[src/rtl/goose_pkg.sv]
// Shared goose-run playfield definitions: run-state encodings, screen geometry
// and the LFSR seed used by the obstacle spacing generator.
package goose_pkg;

   typedef enum logic [1:0] {
      ST_IDLE = 2'd0,
      ST_RUN  = 2'd1,
      ST_OVER = 2'd2
   } run_state_t;

   localparam int SCREEN_W  = 640;
   localparam int SCREEN_H  = 480;
   localparam int FLOOR_TOP = 380;

   localparam logic [7:0] LFSR_SEED = 8'hA5;

endpackage

[src/rtl/lfsr8.sv]
// 8-bit Fibonacci LFSR (taps 8,6,5,4), advances one step when en is high.
module lfsr8
   import goose_pkg::*;
#(
   parameter logic [7:0] SEED = LFSR_SEED
) (
   input  logic       clk,
   input  logic       rst_n,
   input  logic       en,
   output logic [7:0] q
);

   logic fb;

   assign fb = q[7] ^ q[5] ^ q[4] ^ q[3];

   always_ff @(posedge clk or negedge rst_n) begin
      if (!rst_n) begin
         q <= SEED;
      end else if (en) begin
         q <= {q[6:0], fb};
      end
   end

endmodule

[src/rtl/floor_scroll_ctrl.sv]
// Per-frame ground-layer controller: run FSM, floor scroll, speed ramp, score
// and a single ground obstacle, plus combinational floor/stripe/obstacle masks.
module floor_scroll_ctrl
   import goose_pkg::*;
#(
   parameter int STRIPE_ROWS = 4,
   parameter int SPEED_INIT  = 2,
   parameter int SPEED_MAX   = 8,
   parameter int RAMP_FRAMES = 600,
   parameter int OBS_W       = 16,
   parameter int OBS_H       = 24
) (
   input  logic        clk,
   input  logic        rst_n,
   input  logic        frame_tick,
   input  logic        start,
   input  logic        collision,
   input  logic [9:0]  x,
   input  logic [9:0]  y,
   output logic        floor_px,
   output logic        stripe_px,
   output logic        obstacle_px,
   output logic [1:0]  run_state,
   output logic [3:0]  speed,
   output logic [15:0] score
);

   localparam int RAMP_W = $clog2(RAMP_FRAMES);

   localparam logic [9:0]  SCR_W10      = 10'(SCREEN_W);
   localparam logic [10:0] SCR_W11      = 11'(SCREEN_W);
   localparam logic [9:0]  Y_FLOOR      = 10'(FLOOR_TOP);
   localparam logic [9:0]  Y_LAST       = 10'(SCREEN_H - 1);
   localparam logic [9:0]  Y_STRIPE_END = 10'(FLOOR_TOP + STRIPE_ROWS);
   localparam logic [9:0]  Y_OBS_TOP    = 10'(FLOOR_TOP - OBS_H);
   localparam logic [3:0]  SPD_INIT     = 4'(SPEED_INIT);
   localparam logic [3:0]  SPD_MAX      = 4'(SPEED_MAX);
   localparam logic [RAMP_W-1:0] RAMP_LAST = RAMP_W'(RAMP_FRAMES - 1);
   localparam logic [6:0]  GAP_START    = 7'd32;
   localparam logic [6:0]  GAP_BASE     = 7'd30;

   run_state_t state, state_nxt;
   logic       restart;
   logic       run_upd;

   logic [9:0]        scroll_x;
   logic [3:0]        speed_r;
   logic [RAMP_W-1:0] ramp_cnt;
   logic [15:0]       score_r;
   logic              obs_active;
   logic [9:0]        obs_x;
   logic [6:0]        gap_cnt;
   logic [7:0]        lfsr_q;
   logic              lfsr_unused;

   logic [10:0] scroll_sum;
   logic [9:0]  scroll_nxt;
   logic [9:0]  speed_ext;

   // FSM: state register
   always_ff @(posedge clk or negedge rst_n) begin
      if (!rst_n) begin
         state <= ST_IDLE;
      end else begin
         state <= state_nxt;
      end
   end

   // FSM: next state
   always_comb begin
      state_nxt = state;
      case (state)
         ST_IDLE: if (frame_tick && start)     state_nxt = ST_RUN;
         ST_RUN:  if (frame_tick && collision) state_nxt = ST_OVER;
         ST_OVER: if (frame_tick && start)     state_nxt = ST_RUN;
         default:                              state_nxt = ST_IDLE;
      endcase
   end

   // FSM: per-frame actions; a colliding frame performs no RUN update
   always_comb begin
      restart = 1'b0;
      run_upd = 1'b0;
      case (state)
         ST_IDLE, ST_OVER: restart = frame_tick & start;
         ST_RUN:           run_upd = frame_tick & ~collision;
         default: ;
      endcase
   end

   lfsr8 u_lfsr (
      .clk   (clk),
      .rst_n (rst_n),
      .en    (run_upd),
      .q     (lfsr_q)
   );

   assign lfsr_unused = &{1'b0, lfsr_q[7:6]};

   assign speed_ext  = {6'd0, speed_r};
   assign scroll_sum = {1'b0, scroll_x} + {7'd0, speed_r};
   assign scroll_nxt = (scroll_sum >= SCR_W11) ? 10'(scroll_sum - SCR_W11)
                                               : scroll_sum[9:0];

   always_ff @(posedge clk or negedge rst_n) begin
      if (!rst_n) begin
         scroll_x   <= 10'd0;
         speed_r    <= SPD_INIT;
         ramp_cnt   <= '0;
         score_r    <= 16'd0;
         obs_active <= 1'b0;
         obs_x      <= SCR_W10;
         gap_cnt    <= 7'd0;
      end else if (restart) begin
         scroll_x   <= 10'd0;
         speed_r    <= SPD_INIT;
         ramp_cnt   <= '0;
         score_r    <= 16'd0;
         obs_active <= 1'b0;
         obs_x      <= SCR_W10;
         gap_cnt    <= GAP_START;
      end else if (run_upd) begin
         scroll_x <= scroll_nxt;
         if (score_r != 16'hFFFF) begin
            score_r <= score_r + 16'd1;
         end
         if (ramp_cnt == RAMP_LAST) begin
            ramp_cnt <= '0;
            if (speed_r < SPD_MAX) begin
               speed_r <= speed_r + 4'd1;
            end
         end else begin
            ramp_cnt <= ramp_cnt + 1'b1;
         end
         // obstacle leaves on the left once it cannot move a full step
         if (obs_active) begin
            if (obs_x < speed_ext) begin
               obs_active <= 1'b0;
               gap_cnt    <= GAP_BASE + {1'b0, lfsr_q[5:0]};
            end else begin
               obs_x <= obs_x - speed_ext;
            end
         end else if (gap_cnt != 7'd0) begin
            gap_cnt <= gap_cnt - 7'd1;
         end else begin
            obs_active <= 1'b1;
            obs_x      <= SCR_W10;
         end
      end
   end

   logic [10:0] tex_sum;
   logic [10:0] tex_x;
   logic [10:0] obs_end;

   // texture column is taken modulo the screen width so the pattern wraps
   assign tex_sum = {1'b0, x} + {1'b0, scroll_x};
   assign tex_x   = (tex_sum >= SCR_W11) ? (tex_sum - SCR_W11) : tex_sum;
   assign obs_end = {1'b0, obs_x} + 11'(OBS_W);

   always_comb begin
      floor_px    = (x < SCR_W10) && (y >= Y_FLOOR) && (y <= Y_LAST);
      stripe_px   = floor_px && (y < Y_STRIPE_END) && !tex_x[4];
      obstacle_px = obs_active && (x >= obs_x) && ({1'b0, x} < obs_end) &&
                    (y >= Y_OBS_TOP) && (y < Y_FLOOR);
   end

   assign run_state = state;
   assign speed     = speed_r;
   assign score     = score_r;

endmodule

[config.mk]
export PLATFORM = sky130hd
export DESIGN_NAME = floor_scroll_ctrl
export DESIGN_NICKNAME = d
export VERILOG_FILES = /design/src/rtl/goose_pkg.sv /design/src/rtl/lfsr8.sv /design/src/rtl/floor_scroll_ctrl.sv
export SDC_FILE = /design/constraint.sdc
export NUM_CORES = 1
export LEC_CHECK = 0
export ABC_AREA = 0
export CORE_ASPECT_RATIO = 2
export CORE_MARGIN = 5
export CORE_UTILIZATION = 41
export CTS_CLUSTER_DIAMETER = 120
export CTS_CLUSTER_SIZE = 40
export DETAILED_ROUTE_END_ITERATION = 10
export PLACE_DENSITY = 0.62
export SLEW_MARGIN = 20
export SYNTH_ARGS = -nofsm -noshare
export SYNTH_HDL_FRONTEND = slang
export SYNTH_SLANG_ARGS = --single-unit
export TNS_END_PERCENT = 100
[constraint.sdc]
create_clock -name clk -period 2.3 [get_ports clk]
set_clock_uncertainty 0.2 [all_clocks]
set_input_delay 0.345 -clock clk [delete_from_list [all_inputs] [get_ports clk]]
set_output_delay 0.345 -clock clk [all_outputs]
set_load 0.01 [all_outputs]
# After elaboration in Yosys (flattened, before gate mapping)

Cells that the tools add are included.

Bits in registers: 68
Bits in latches: 0
RAM bits: 0
Bits in read-only memories: 0
Input bits: 25
Output and inout port bits: 25
Word-level logic and storage cells: 105
Memories: 0

$add $sub $neg: 11
Multiply operators: 0
Divide/modulo/power cells: 0
Order comparisons: 12
Equal/unequal tests: 9
Shift-type cells: 0
Muxes and demuxes: 34
Bitwise operators: 6
Reductions and logical operators: 24

Operators with widths:

| cell                                                                          | count |
|---|---|
| 10-bit 2-to-1 mux                                                             | 11 |
| 16-bit 2-to-1 mux                                                             | 3 |
| 7-bit 2-to-1 mux                                                              | 5 |
| 11-bit by 10-bit >= comparator with 1-bit output, second input constant       | 2 |
| 10-bit by 9-bit >= comparator with 1-bit output, second input constant        | 2 |
| 10-bit by 9-bit less-than comparator with 1-bit output, second input constant | 2 |
| 16-bit by 1-bit adder with 16-bit output, second input constant               | 1 |
| 4-bit 2-to-1 mux                                                              | 4 |
| 16-bit != test, second input constant                                         | 1 |
| 10-bit by 10-bit adder with 11-bit output                                     | 1 |
| 10-bit by 4-bit adder with 11-bit output                                      | 1 |
| 10-bit by 5-bit adder with 11-bit output, second input constant               | 1 |
| 10-bit by 11-bit less-than comparator with 1-bit output                       | 1 |
| 10-bit by 1-bit adder with 10-bit output, second input constant               | 1 |
| 10-bit == test, second input constant                                         | 1 |
| 10-bit >= comparator                                                          | 1 |
| 10-bit by 9-bit <= comparator with 1-bit output, second input constant        | 1 |
| 1-bit logical AND                                                             | 10 |
| 10-bit less-than comparator, second input constant                            | 1 |
| 10-bit by 4-bit less-than comparator with 1-bit output                        | 1 |
| 10-bit subtractor, second input constant                                      | 1 |
| 10-bit by 4-bit subtractor with 10-bit output                                 | 1 |
| 3-bit AND reduction                                                           | 3 |
| 2-bit nonzero test                                                            | 4 |
| other kinds (24)                                                              | 36 |

# Logic depth before layout (Yosys ltp)

Gate-level depths: netlist of the first run.

Depth in word-level cells: 5
Depth in mapped cells: 9

# By module

A second synthesis of the first run with hierarchy kept.

Cells, all modules: 450
Area, all modules: 4311.6 um^2

By module, submodules not included:

| module            | times used | cells an instance | area an instance (um^2) | sequential area each (um^2) |
|---|---|---|---|---|
| floor_scroll_ctrl | 1          | 429               | 3987.6                  | 1380.1 |
| lfsr8             | 1          | 21                | 324.1                   | 205.2 |

# Worst setup path before layout of the first run

OpenSTA, ideal clock, no wires.

Kind: reg-to-output
Start: register obs_x[5]
End: output obstacle_px
Arrival time: 2187 ps
Data required time: 1755 ps
Path slack: -432 ps
Cell stages (with the launch flop): 8
Buffers on the path: 0
Cell sequence: dfrtp_1 -> ha_1 -> nand3_1 -> xnor2_1 -> ha_1 -> a21o_1 -> a21o_1 -> a2111oi_0

Word-level cells in the longest chain between the ends: 5

Ends and longest elaborated chain:

| what                                                                                                | line                                               | text |
|---|---|---|
| start: declaration                                                                                  | floor_scroll_ctrl.sv:51                            | `logic [9:0] obs_x;` |
| start signal: assignment                                                                            | floor_scroll_ctrl.sv:141                           | `obs_x <= obs_x - speed_ext;` |
| 10-bit by 5-bit adder with 11-bit output / 10-bit >= comparator (equally long branches)             | floor_scroll_ctrl.sv:159, floor_scroll_ctrl.sv:164 |  |
| 10-bit by 11-bit less-than comparator with 1-bit output / 1-bit logical AND (equally long branches) | floor_scroll_ctrl.sv:164                           | `obstacle_px = obs_active && (x >= obs_x) && ({1'b0, x} < obs_end) &&` |
| 1-bit logical AND (*) (2 in series)                                                                 | floor_scroll_ctrl.sv:164                           |  |
| 1-bit logical AND (*)                                                                               | floor_scroll_ctrl.sv:165                           | `(y >= Y_OBS_TOP) && (y < Y_FLOOR);` |
| end: declaration                                                                                    | floor_scroll_ctrl.sv:22                            | `output logic obstacle_px,` |

Mark *: on every way between the ends. The rest lies on a longest branch, timed or not.

# Worst setup path in the final report of the first run

Start: register obs_x[7]
End: output obstacle_px

Same word-level chain as after synthesis.

==> results of run 1 <==
cell usage after synthesis, types with 9 or more instances:
master / number / share of area
dfrtp_1: 56 / 0.32
nand2_1: 56 / 0.048
ha_1: 35 / 0.10
inv_1: 33 / 0.028
nor2_1: 29 / 0.025
o21ai_0: 28 / 0.032
a21oi_1: 26 / 0.030
nand3_1: 24 / 0.027
clkbuf_1: 14 / 0.012
xnor2_1: 13 / 0.026
and3_1: 12 / 0.017
xor2_1: 12 / 0.024
nand4_1: 11 / 0.016
a21o_1: 10 / 0.017
o211ai_1: 9 / 0.015
layer usage:
metal	up-vias	global-route usage	part of all wire
li1	2082	-	-
met2	84	0.4008	0.58
met5	-	0	0
met4	0	0.07794	0.024
met3	22	0.03109	0.029
met1	2067	0.1927	0.36
layout by cell type (no fill, tap or decap), types with 4 or more instances in the layout:
cell	netlist	final
or3_1	5	4
o21ai_0	28	22
nor2_1	29	26
mux2i_1	8	8
xnor2_1	13	12
clkbuf_16	0	9
dfstp_2	7	7
a21oi_1	26	18
o21a_1	5	5
clkdlybuf4s50_1	0	40
o211ai_1	9	9
nand4_1	11	11
ha_1	35	30
a21o_1	10	10
nor3_1	7	6
nor2b_1	6	6
dfrtp_1	56	53
and3_1	12	11
buf_4	0	100
dlygate4sd2_1	0	4
xor2_1	12	12
o31ai_1	6	5
o21ai_1	0	5
ha_4	0	4
inv_1	33	29
nand2_1	56	55
a31oi_1	8	8
a21oi_2	0	7
nand3_1	24	22
nand2b_1	6	6
area by class of cell:
| class | count | area, um2 | area share |
|---|---|---|---|
| Multi-Input combinational cell | 377 | 2900 | 0.4512 |
| Timing Repair Buffer | 153 | 1294 | 0.2013 |
| Inverter | 33 | 126.4 | 0.01966 |
| Clock inverter | 7 | 121.4 | 0.01888 |
| Sequential cell | 63 | 1589 | 0.2472 |
| Clock buffer | 9 | 225.2 | 0.03504 |
| Tap cell | 137 | 171.4 | 0.02667 |
flip-flops by register name (all words and copies together) (netlist names):
| signal | flops |
|---|---|
| gap_cnt | 7 |
| scroll_x | 5 |
| score | 16 |
| ramp_cnt | 10 |
| obs_active | 1 |
| u_lfsr.q | 8 |
| speed | 4 |
| run_state | 2 |
| obs_x | 10 |
path summary, 6_finish.rpt:
check / startpoint / endpoint / slack, ns / cells after the start
max: obs_x[7] / obstacle_px / -0.51 / 7
min: u_lfsr.q[7] / u_lfsr.q[7] / 0.27 / 2
max reg2reg: obs_x[0] / obs_x[7] / -0.17 / 11
min reg2reg: u_lfsr.q[7] / u_lfsr.q[7] / 0.27 / 2
max in group asynchronous: rst_n / obs_x[7] / 0.94 / 3
min in group asynchronous: rst_n / score[7] / 0.29 / 2
timing repair:
item                                   4_1_cts  5_1_grt
hold buffers                                 1        0
endpoints found under the hold margin       14        0
setup endpoints to repair                   22       26
setup buffers                                3        5
gates resized for setup                     45       21
pin swaps                                   15       12
worst min-delay path: stages (launching register included):
cell and delay, ns:
dfstp_2 0.37, nand2_1 0.05, nand2_1 0.05
report_power, final:
part,total [mW],internal (mW),switching [mW]
Clock,1.58,1.06,0.525
Sequential,1.71,1.44,0.273
Combinational,3.49,1.70,1.79
cell families (layout without fill, tap and decap cells):
| kind of cell | count (synthesis) | after routing | share of synthesized area |
|---|---|---|---|
| AOI/OAI and AO/OA | 129 | 129 | 0.2127 |
| xor gates and xnor gates | 25 | 25 | 0.04990 |
| adders and majority gates | 37 | 37 | 0.1089 |
| buffers and inverters | 49 | 202 | 0.04249 |
| DFF | 63 | 63 | 0.3613 |
| muxes | 8 | 8 | 0.01825 |
| and+or+nand+nor | 178 | 178 | 0.2064 |
==> flow_summary.json, run 1 <==
{
  "area.growth.synth_to_final_pct": 46.48,
  "initial_antenna_violation_count": 0,
  "outcome": "complete, but fails checks",
  "drive_gt1_frac": 0.2991,
  "worst_setup_hold_path_clk_slew_ns": 0.06,
  "drc": 0,
  "edff_count_synth": 0,
  "top_level_ports": 50,
  "clk_latency_ns": 0.33,
  "cts_buffers": 9,
  "timing.final.setup_violations": 19,
  "grt_start_max_net_pins": 49,
  "clock.fmax_ghz": 0.3559,
  "num_antenna_cells": 0,
  "initial_utilization": 0.4188,
  "finalNetCount": 699,
  "clock_sink_count": 63,
  "yosys_warnings": 0,
  "worst-path-buf-inv": 1,
  "crit_path_start_kind": "register",
  "root_buffer": "clkbuf_16",
  "globalplace.congestion": 0.8208,
  "violations": "negative setup slack",
  "htree_levels": 3,
  "hold_ws_ns": 0.2685,
  "buffer_ports.inserted": 47,
  "ys_seq_area_frac": 0.3613,
  "count_of_state_elements_after_synthesis": 63,
  "grtUsageTotal": 0.1970,
  "timing.final.crit_share": 1.222,
  "slew-limit-headroom": 0.6567,
  "finalHoldViolCount": 0,
  "post-place-ws_ns": -1.034,
  "std_cell_rows": 53,
  "cp_cell_sequence": "and3_4 > nand3_1 > xnor2_1 > ha_1 > a21o_1 > a2111oi_4 > buf_2",
  "maxCapViolations": 0,
  "async_sr_flop_fraction": 1.000,
  "post_synth_instance_area_um2": 4388,
  "critical_path.max_fanout": 4,
  "postSynth.topFlopCell": "dfrtp_1",
  "avgViaCountPerCell": 5.462,
  "first_global_vias": 4636,
  "hold_path.class": "reg2reg",
  "critPathTopFamily": "flip-flops",
  "ir_worst_vdd_mv": 0.5642,
  "syn_inst": 489,
  "drt.antenna.violating_nets": 0,
  "required_ns": 1.75,
  "rsz_0062_raised_after_global_routing": "true",
  "first_pass_grt_wire_length_um": 21070,
  "final.setup.worst_slack_ns": -0.5099,
  "crit_path_max_incr_delay_ns": 0.56,
  "pwr_density_cell_nw_per_um2": 1055,
  "die_height_um": 156.3,
  "layoutNonFillerInstCount": 779,
  "data_arrival_time_of_the_worst_path_ns": 2.26,
  "placed_cells": 754,
  "wl_per_cell_um": 16.01,
  "worstMarginPinSlew_ns": 0.5094,
  "synthDistinctLibCells": 66,
  "tritoncts_clock_tree": "yes",
  "wl_um": 12470,
  "dieArea_um2": 13000,
  "timing.critical_path.to_type": "output port",
  "timing_worst_setup_path_type": "reg2out",
  "totalPowerFinal_mw": 6.784,
  "vias": 4255,
  "cts.path.max_buffers": 2,
  "final_hpwl_dp_um": 9354,
  "die_x_um": 83.15,
  "grt_overflow": 0,
  "detail_route.first_pass.iterations": 6,
  "dpl_cell_area_um2": 5762,
  "period_needed_ns": 2.810,
  "post_route_setup_tns_ns": -1.735,
  "design.core.area_um2": 10480,
  "timing.critical_path.slowest_stage_cell": "dfstp_2",
  "avg_synthesized_cell_area_um2": 8.973,
  "power.static_leakage_nw": 2.827,
  "timing_max_transition_violations_final": 0,
  "fillers": 963,
  "syn-num-nets": 551,
  "1st_iter_drt_viols": 129,
  "finalCoreUtilization": 0.6134,
  "layout.cell_area.non_filler_um2": 6427
}
No activity file was read; power rests on OpenSTA's default activity.
==> run 2, diff against run 1 <==
--- a/config.mk
+++ b/config.mk
@@ -6,11 +6,12 @@
 export NUM_CORES = 1
 export LEC_CHECK = 0
 export ABC_AREA = 0
+export ABC_CLOCK_PERIOD_IN_PS = 2300
 export CORE_ASPECT_RATIO = 2
 export CORE_MARGIN = 5
 export CORE_UTILIZATION = 41
 export CTS_CLUSTER_DIAMETER = 120
-export CTS_CLUSTER_SIZE = 40
+export CTS_CLUSTER_SIZE = 14
 export DETAILED_ROUTE_END_ITERATION = 10
 export PLACE_DENSITY = 0.62
 export SLEW_MARGIN = 20
==> results of run 2 <==
Same layout as run 1: the final DEF is identical, and so are final timing and power.
